File: config.mk
export PLATFORM = sky130hd
export DESIGN_NAME = hdmi_video_timing
export DESIGN_NICKNAME = d
export VERILOG_FILES = /design/src/rtl/hdmi_video_timing.sv
export SDC_FILE = /design/constraint.sdc
export NUM_CORES = 1
export LEC_CHECK = 0
export BUFFER_PORTS_ARGS = -buffer_cell sky130_fd_sc_hd__clkbuf_2
export CORE_MARGIN = 1.5
export CORE_UTILIZATION = 45
export DETAILED_ROUTE_END_ITERATION = 8
export GPL_TIMING_DRIVEN = 0
export HOLD_SLACK_MARGIN = 0.06
export RECOVER_POWER = 25
export SLEW_MARGIN = 10
export SYNTH_ARGS = -nofsm -noshare
export SYNTH_HDL_FRONTEND = slang
export SYNTH_SLANG_ARGS = --single-unit
File: constraint.sdc
create_clock -name clk -period 12.6 [get_ports clk]
set_input_delay 1.26 -clock clk [delete_from_list [all_inputs] [get_ports clk]]
set_output_delay 1.26 -clock clk [all_outputs]
set_load 0.05 [all_outputs]
File: src/rtl/hdmi_video_timing.sv
// Raster timing generator: pixel/line counters, stage-0 pixel coordinate and markers,
// stage-1 sync/enable, plus a double-slot timing configuration that swaps only at frame wrap.
module hdmi_video_timing #(
  parameter int H_ACTIVE = 640,
  parameter int H_FP     = 16,
  parameter int H_SYNC   = 96,
  parameter int H_BP     = 48,
  parameter int V_ACTIVE = 480,
  parameter int V_FP     = 10,
  parameter int V_SYNC   = 2,
  parameter int V_BP     = 33,
  parameter bit HS_POL   = 1'b0,
  parameter bit VS_POL   = 1'b0
) (
  input  logic        clk,
  input  logic        rst,
  input  logic        cfg_valid,
  output logic        cfg_ready,
  input  logic [11:0] cfg_h_active,
  input  logic [11:0] cfg_h_fp,
  input  logic [11:0] cfg_h_sync,
  input  logic [11:0] cfg_h_bp,
  input  logic [11:0] cfg_v_active,
  input  logic [11:0] cfg_v_fp,
  input  logic [11:0] cfg_v_sync,
  input  logic [11:0] cfg_v_bp,
  input  logic        cfg_hs_pol,
  input  logic        cfg_vs_pol,
  output logic        cfg_err,
  output logic [11:0] px_x,
  output logic [11:0] px_y,
  output logic        data_en,
  output logic        hs,
  output logic        vs,
  output logic        de,
  output logic        frame_start,
  output logic        line_start
);

  typedef struct packed {
    logic [11:0] h_active;
    logic [11:0] h_fp;
    logic [11:0] h_sync;
    logic [11:0] h_bp;
    logic [11:0] v_active;
    logic [11:0] v_fp;
    logic [11:0] v_sync;
    logic [11:0] v_bp;
    logic        hs_pol;
    logic        vs_pol;
  } timing_t;

  localparam timing_t DEFAULT_SET = '{
    h_active: 12'(H_ACTIVE), h_fp: 12'(H_FP), h_sync: 12'(H_SYNC), h_bp: 12'(H_BP),
    v_active: 12'(V_ACTIVE), v_fp: 12'(V_FP), v_sync: 12'(V_SYNC), v_bp: 12'(V_BP),
    hs_pol: HS_POL, vs_pol: VS_POL
  };
  localparam logic [11:0] RST_H = 12'(H_ACTIVE + H_FP + H_SYNC + H_BP - 1);
  localparam logic [11:0] RST_V = 12'(V_ACTIVE + V_FP + V_SYNC + V_BP - 1);

  function automatic logic [11:0] h_total(input timing_t t);
    return t.h_active + t.h_fp + t.h_sync + t.h_bp;
  endfunction

  function automatic logic [11:0] v_total(input timing_t t);
    return t.v_active + t.v_fp + t.v_sync + t.v_bp;
  endfunction

  timing_t     act_q, act_d, pend_q, pend_d, offer;
  logic        pend_valid_q, pend_valid_d;
  logic        cfg_err_q, cfg_err_d;
  logic [11:0] h_cnt_q, h_cnt_d, v_cnt_q, v_cnt_d;
  logic [11:0] px_x_q, px_x_d, px_y_q, px_y_d;
  logic        data_en_q, data_en_d, hs0_q, hs0_d, vs0_q, vs0_d;
  logic        frame_start_q, frame_start_d, line_start_q, line_start_d;
  logic        hs_q, hs_d, vs_q, vs_d, de_q, de_d;
  logic [11:0] h_last, v_last, hs_start, hs_end, vs_start, vs_end;
  logic [13:0] offer_h_sum, offer_v_sum;
  logic        offer_ok, wrap;

  assign offer = '{
    h_active: cfg_h_active, h_fp: cfg_h_fp, h_sync: cfg_h_sync, h_bp: cfg_h_bp,
    v_active: cfg_v_active, v_fp: cfg_v_fp, v_sync: cfg_v_sync, v_bp: cfg_v_bp,
    hs_pol: cfg_hs_pol, vs_pol: cfg_vs_pol
  };

  // Totals are checked at 14 bits so an oversized set cannot alias into 12-bit range.
  assign offer_h_sum = {2'b00, cfg_h_active} + {2'b00, cfg_h_fp} + {2'b00, cfg_h_sync} + {2'b00, cfg_h_bp};
  assign offer_v_sum = {2'b00, cfg_v_active} + {2'b00, cfg_v_fp} + {2'b00, cfg_v_sync} + {2'b00, cfg_v_bp};
  assign offer_ok = (cfg_h_active != 12'd0) && (cfg_h_sync != 12'd0) &&
                    (cfg_v_active != 12'd0) && (cfg_v_sync != 12'd0) &&
                    (offer_h_sum <= 14'd4095) && (offer_v_sum <= 14'd4095);

  assign h_last    = h_total(act_q) - 12'd1;
  assign v_last    = v_total(act_q) - 12'd1;
  assign wrap      = (h_cnt_q == h_last) && (v_cnt_q == v_last);
  assign cfg_ready = ~pend_valid_q & ~rst;

  always_comb begin
    act_d        = act_q;
    pend_d       = pend_q;
    pend_valid_d = pend_valid_q;
    cfg_err_d    = 1'b0;
    h_cnt_d      = h_cnt_q + 12'd1;
    v_cnt_d      = v_cnt_q;
    if (h_cnt_q == h_last) begin
      h_cnt_d = 12'd0;
      v_cnt_d = (v_cnt_q == v_last) ? 12'd0 : v_cnt_q + 12'd1;
    end
    // A set accepted on the wrap cycle lands in the slot just vacated, so it waits a frame.
    if (wrap && pend_valid_q) begin
      act_d        = pend_q;
      pend_valid_d = 1'b0;
    end
    if (cfg_valid && cfg_ready) begin
      if (offer_ok) begin
        pend_d       = offer;
        pend_valid_d = 1'b1;
      end else begin
        cfg_err_d = 1'b1;
      end
    end
    if (rst) begin
      act_d        = DEFAULT_SET;
      pend_valid_d = 1'b0;
      cfg_err_d    = 1'b0;
      h_cnt_d      = RST_H;
      v_cnt_d      = RST_V;
    end

    // Stage-0 flags are decoded from the next position under the next active set.
    hs_start      = act_d.h_active + act_d.h_fp;
    hs_end        = hs_start + act_d.h_sync;
    vs_start      = act_d.v_active + act_d.v_fp;
    vs_end        = vs_start + act_d.v_sync;
    data_en_d     = (h_cnt_d < act_d.h_active) && (v_cnt_d < act_d.v_active);
    px_x_d        = data_en_d ? h_cnt_d : 12'd0;
    px_y_d        = data_en_d ? v_cnt_d : 12'd0;
    hs0_d         = ((h_cnt_d >= hs_start) && (h_cnt_d < hs_end)) ? act_d.hs_pol : ~act_d.hs_pol;
    vs0_d         = ((v_cnt_d >= vs_start) && (v_cnt_d < vs_end)) ? act_d.vs_pol : ~act_d.vs_pol;
    frame_start_d = (h_cnt_d == 12'd0) && (v_cnt_d == 12'd0);
    line_start_d  = (h_cnt_d == 12'd0);
    hs_d          = hs0_q;
    vs_d          = vs0_q;
    de_d          = data_en_q;
    if (rst) begin
      data_en_d     = 1'b0;
      px_x_d        = 12'd0;
      px_y_d        = 12'd0;
      hs0_d         = ~HS_POL;
      vs0_d         = ~VS_POL;
      frame_start_d = 1'b0;
      line_start_d  = 1'b0;
      hs_d          = ~HS_POL;
      vs_d          = ~VS_POL;
      de_d          = 1'b0;
    end
  end

  always_ff @(posedge clk) begin
    act_q         <= act_d;
    pend_q        <= pend_d;
    pend_valid_q  <= pend_valid_d;
    cfg_err_q     <= cfg_err_d;
    h_cnt_q       <= h_cnt_d;
    v_cnt_q       <= v_cnt_d;
    px_x_q        <= px_x_d;
    px_y_q        <= px_y_d;
    data_en_q     <= data_en_d;
    hs0_q         <= hs0_d;
    vs0_q         <= vs0_d;
    frame_start_q <= frame_start_d;
    line_start_q  <= line_start_d;
    hs_q          <= hs_d;
    vs_q          <= vs_d;
    de_q          <= de_d;
  end

  assign cfg_err     = cfg_err_q;
  assign px_x        = px_x_q;
  assign px_y        = px_y_q;
  assign data_en     = data_en_q;
  assign frame_start = frame_start_q;
  assign line_start  = line_start_q;
  assign hs          = hs_q;
  assign vs          = vs_q;
  assign de          = de_q;

endmodule
After elaboration in Yosys (flattened, before gate mapping)
Cells that the tools add are included.
Storage, ports and cells
  input bits: 101
  flip-flop bits (word level): 254
  output and inout port bits: 32
Cells by class
  bitwise operators: 7
  mux-type cells: 13
  eq/ne operators: 2
  add/sub/neg operators: 20
  reductions and logical operators: 21
  $lt $le $gt $ge: 8
Operators by type and width (count)
  $mux 98: 2
  $add 12x12->12: 10
  $mux 12: 5
  $lt 12x12->1: 4
  $reduce_bool 12->1: 4
  $add 13x12->14: 2
  $add 14x12->14: 2
  $le 14x12->1 const B: 2
  $add 12x12->13: 2
  $add 12x1->12 const B: 2
  $eq 12x12->1: 2
  $ge 12x12->1: 2
  $logic_not 12->1: 2
  $sub 12x1->12 const B: 2
  $logic_and 1x1->1: 12
  $mux 1: 6
  $not 1->1: 6
  $reduce_or 2->1: 2
  $reduce_and 2->1: 1
  $and 1x1->1: 1

Logic depth before layout (Yosys ltp)
  depth after elaboration: 14
  gate-level depth with buffers: 46

Least setup slack after synthesis
OpenSTA, ideal clock, no wires.
  path type: register to register
  from: register act_q[51] (netlist bit)
  to: register vs0_q
  buffers on the path: 3
  path slack: 3441 ps
  setup time: 123 ps
  cell stages (with the launch flop): 47
  data arrival time: 9036 ps
  period minus slack after synthesis: 9159 ps
  path through: dfxtp_1 inv_1 ha_1 inv_1 fa_1 fa_1 ha_1 inv_1 fa_1 xnor2_1 xnor2_1 nand4_1 or4b_4 nor4bb_1 o2111a_1 and3_1 buf_2 buf_2 [... 11 more ...] a21o_1 a21o_1 xor2_1 ha_1 a21oi_1 o21ai_0 a21o_1 a21oi_1 xnor3_1 ha_1 nand4_1 nor2_1 a2111oi_0 o21ai_0 a211oi_1 o311a_1 xnor2_1 or2_2
RTL lines
  from (decl): line 69  | timing_t act_q, act_d, pend_q, pend_d, offer;
  from (signal assigned): line 161  | act_q <= act_d;
  to (signal assigned): line 171  | vs0_q <= vs0_d;
  to (decl): line 74  | logic data_en_q, data_en_d, hs0_q, hs0_d, vs0_q, vs0_d;

==> metrics.yaml <==
status:
  status: "complete, no violations"
sta:
  final-hold-violation-count: 0
  post-route-period-util_pct: 87.9
  slew_headroom_pct: 31.1
  setup_viol: 0
  finClkSkew_ns: 0.0218
  worst_slew_pin_slew_ns: 1.03
  tns_ns: 0
  fin_crit_ns: 11.07
  report.final.slew_viol_count: 0
  whs_ns: 0.412
  rsz0062_at_grt: "no"
  fmax_mhz: 90.3
logic_synthesis:
  ys_types: 73
  ys_seq_area_share_pct: 36.8
  synthFlopType: "dfxtp_1"
  yosysWarnings: 0
  synthTopCellsByArea: "dfxtp_1 (19%), edfxtp_1 (18%), ha_1 (14%)"
  avgSynthCellArea_um2: 10.1
  syn_nets: 2022
  synthArstFlopShare_pct: 0
  ys_ff_latch: 254
  yosys.area.top_type: "dfxtp_1"
  synth_edf_count: 98
  synthCells: 1638
  yosysTopAreaCellShare_pct: 18.9
  netlist_area_um2: 16500
worst_setup_path:
  timing.rr.end: "vs0_q"
  cp_slowest_cell: "xnor2_1"
  path_class: "reg2reg"
  cp_slowest_stage_delay_ns: 0.61
  rrSetupSlack_ns: 1.53
  required_ns: 13.05
  setup.worst_path.start: "act_q[51]"
  arrival_ns: 11.53
  endpoint_kind: "flip-flop"
  start_kind: "flip-flop"
  path_max_fanout: 10
  r2r_start: "act_q[51]"
  r2r_cells: 46
routing:
  drt-initial-drc-count: 704
  routed_wl_mm: 43.8
  wl_per_cell_um: 19.2
  drc: 0
  drtPass1Iterations: 5
  viasPerCell: 5.28
  ant_nets: 0
  route.vias.total: 12075
clocking:
  htreeDepth: 1
  cts_max_path_buffers: 3
  post-cts-setup-buffers: 0
  root_buffer: "clkbuf_16"
  cts_tree: "built"
  cts.sinks: 254
  clk_latency_ns: 0.57
  clk_pin_slew_ns: 0.06
  cts_resized: 0
  cts_hold_buf: 0
  cts_buffers: 28
floorplanning:
  dieArea_um2: 37800
  fp.dieH_um: 194
  initial_utilization_pct: 46.0
  core_um2: 35800
  rows: 69
  die_x_um: 194
  io_pins: 133
min_path:
  hold-path-endpoint: "vs"
  holdCritStartpoint: "vs0_q"
  min_path_cells: 1
  hp-class: "reg2reg"
global_route:
  overflow: 0
  grt_max_degree: 34
  grt_pass1_wl_mm: 68.1
  grtUsageTotal_pct: 23.4
  grt_pass1_vias: 12090
  antenna_found_initial: 0
power:
  ir_worst_vdd_mv: 0.273
  fin_total_pwr_mw: 4.35
  powerDensity_nw_per_um2: 233
  power.leakage_nw: 7.85
cells_and_area:
  syn2layout_area_growth_pct: 13.2
  layout-drive-gt1-share_pct: 6.58
  final_core_util_pct: 52.1
  insertedDiodeCount: 0
  regArea_um2: 6070
  multi_input_area_um2: 9590
  final_nets: 2187
  layout.filler_cells: 3268
  finalInstanceArea_um2: 18700
placed_design:
  port_buffers: 132
  hpwl_mm: 36.2
  gp_congestion: 0.843
  placed_area_um2: 17800
flow_run:
  max_cap_violations: 0
==> kinds of logic after synthesis <==
logic type / synth area share [%]
AO/OA/AOI/OAI: 13.5
XOR/XNOR: 6.10
adder cells (fa/ha/maj): 25.8
buffers and inverters: 5.08
flip-flops: 36.8
multiplexers: 0.562
AND/OR/NAND/NOR: 12.3
==> layout make-up <==
type,count,area share (%)
Multi-Input combinational cell,1165,51.4
Sequential cell,254,32.5
Clock buffer,29,3.77
Inverter,172,3.46
Timing Repair Buffer,135,3.23
Tap cell,461,3.09
Clock inverter,23,1.56
Buffer,47,1.03
==> synth_stat cells (3+ instances only) <==
master / count
o21ai_0: 43
nor3b_1: 4
o31a_1: 3
xor2_1: 36
or2_2: 6
buf_2: 7
o2111a_1: 3
and2_1: 5
o211ai_1: 7
o2111ai_1: 6
nor3_1: 23
xnor2_1: 70
edfxtp_1: 98
a211o_1: 16
a31oi_1: 4
a21oi_1: 126
nand3b_1: 7
o21a_1: 4
o21bai_1: 11
o31ai_1: 5
nand2_1: 185
and3_1: 9
a211oi_1: 11
nand3_1: 28
mux2i_1: 7
and2_0: 8
nor2_1: 66
ha_1: 189
inv_1: 172
nand2b_1: 10
nor4_1: 16
nor2b_1: 24
a311oi_1: 3
or3_1: 3
clkbuf_1: 32
nand4_1: 18
fa_1: 94
a21o_1: 75
buf_1: 6
dfxtp_1: 156
==> cells in the final DEF, fill, tap and decap left out, types with 7 or more instances in the layout <==
cell,count
fa_1,94
nor4_1,16
o21ai_0,43
nand3_1,28
clkbuf_2,38
xnor2_1,70
o21bai_1,11
inv_1,172
mux2i_1,7
a211oi_1,11
dfxtp_1,156
ha_1,189
o211ai_1,7
nor2b_1,24
and3_1,9
nand2_1,185
clkbuf_16,28
a21oi_1,126
and2_0,8
nand4_1,18
nor2_1,65
clkbuf_1,127
buf_2,7
a21o_1,75
edfxtp_1,98
nand3b_1,7
xor2_1,36
nand2b_1,10
a211o_1,16
nor3_1,23
==> worst max-delay path by stage <==
stage                 endpoint  slack (ns)
floorplan                vs0_q        3.44
global placement    pend_q[63]        1.10
detailed placement       vs0_q        1.60
CTS                      vs0_q        1.52
global route             vs0_q        0.82
finish                   vs0_q        1.53
==> critical path, delay by kind of cell, from the launching register on <==
| kind | cells | cell delay, ns |
|---|---|---|
| buffers and inverters | 8 | 1.45 |
| DFF | 1 | 0.33 |
| xor gates and xnor gates | 4 | 1.20 |
| and+or+nand+nor | 7 | 1.03 |
| adders and majority gates | 9 | 3.16 |
| AOI/OAI and AO/OA | 18 | 3.76 |
==> registers in the layout, summed over array words and instances (netlist names), 12 cells and up <==
signal and flops:
pend_q 98, px_y 12, act_q 98, h_cnt_q 12
px_x 12, v_cnt_q 12
==> where the power goes <==
| part | switching, mW | total [mW] | internal [mW] |
|---|---|---|---|
| combinational | 1.49 | 2.51 | 1.02 |
| clock | 0.369 | 0.886 | 0.517 |
| sequential | 0.0396 | 0.962 | 0.922 |
==> per-stage QoR <==
step / cells / worst slack [ns]
CTS: 2286 / 1.52
finish: 2286 / 1.53
floorplan: 1638 / 3.44
global placement: 2231 / 1.10
detailed placement: 2234 / 1.60
global route: 2286 / 0.824
==> per-layer routing <==
| layer | up-vias | global-route usage (%) | share of wire (%) |
|---|---|---|---|
| li1 | 6002 | - | - |
| met5 | - | 0 | 0 |
| met1 | 5712 | 34.6 | 50 |
| met4 | 0 | 4.75 | 1.8 |
| met3 | 49 | 4.65 | 6.2 |
| met2 | 312 | 35.6 | 42 |
(Power assumes the default switching activity.)
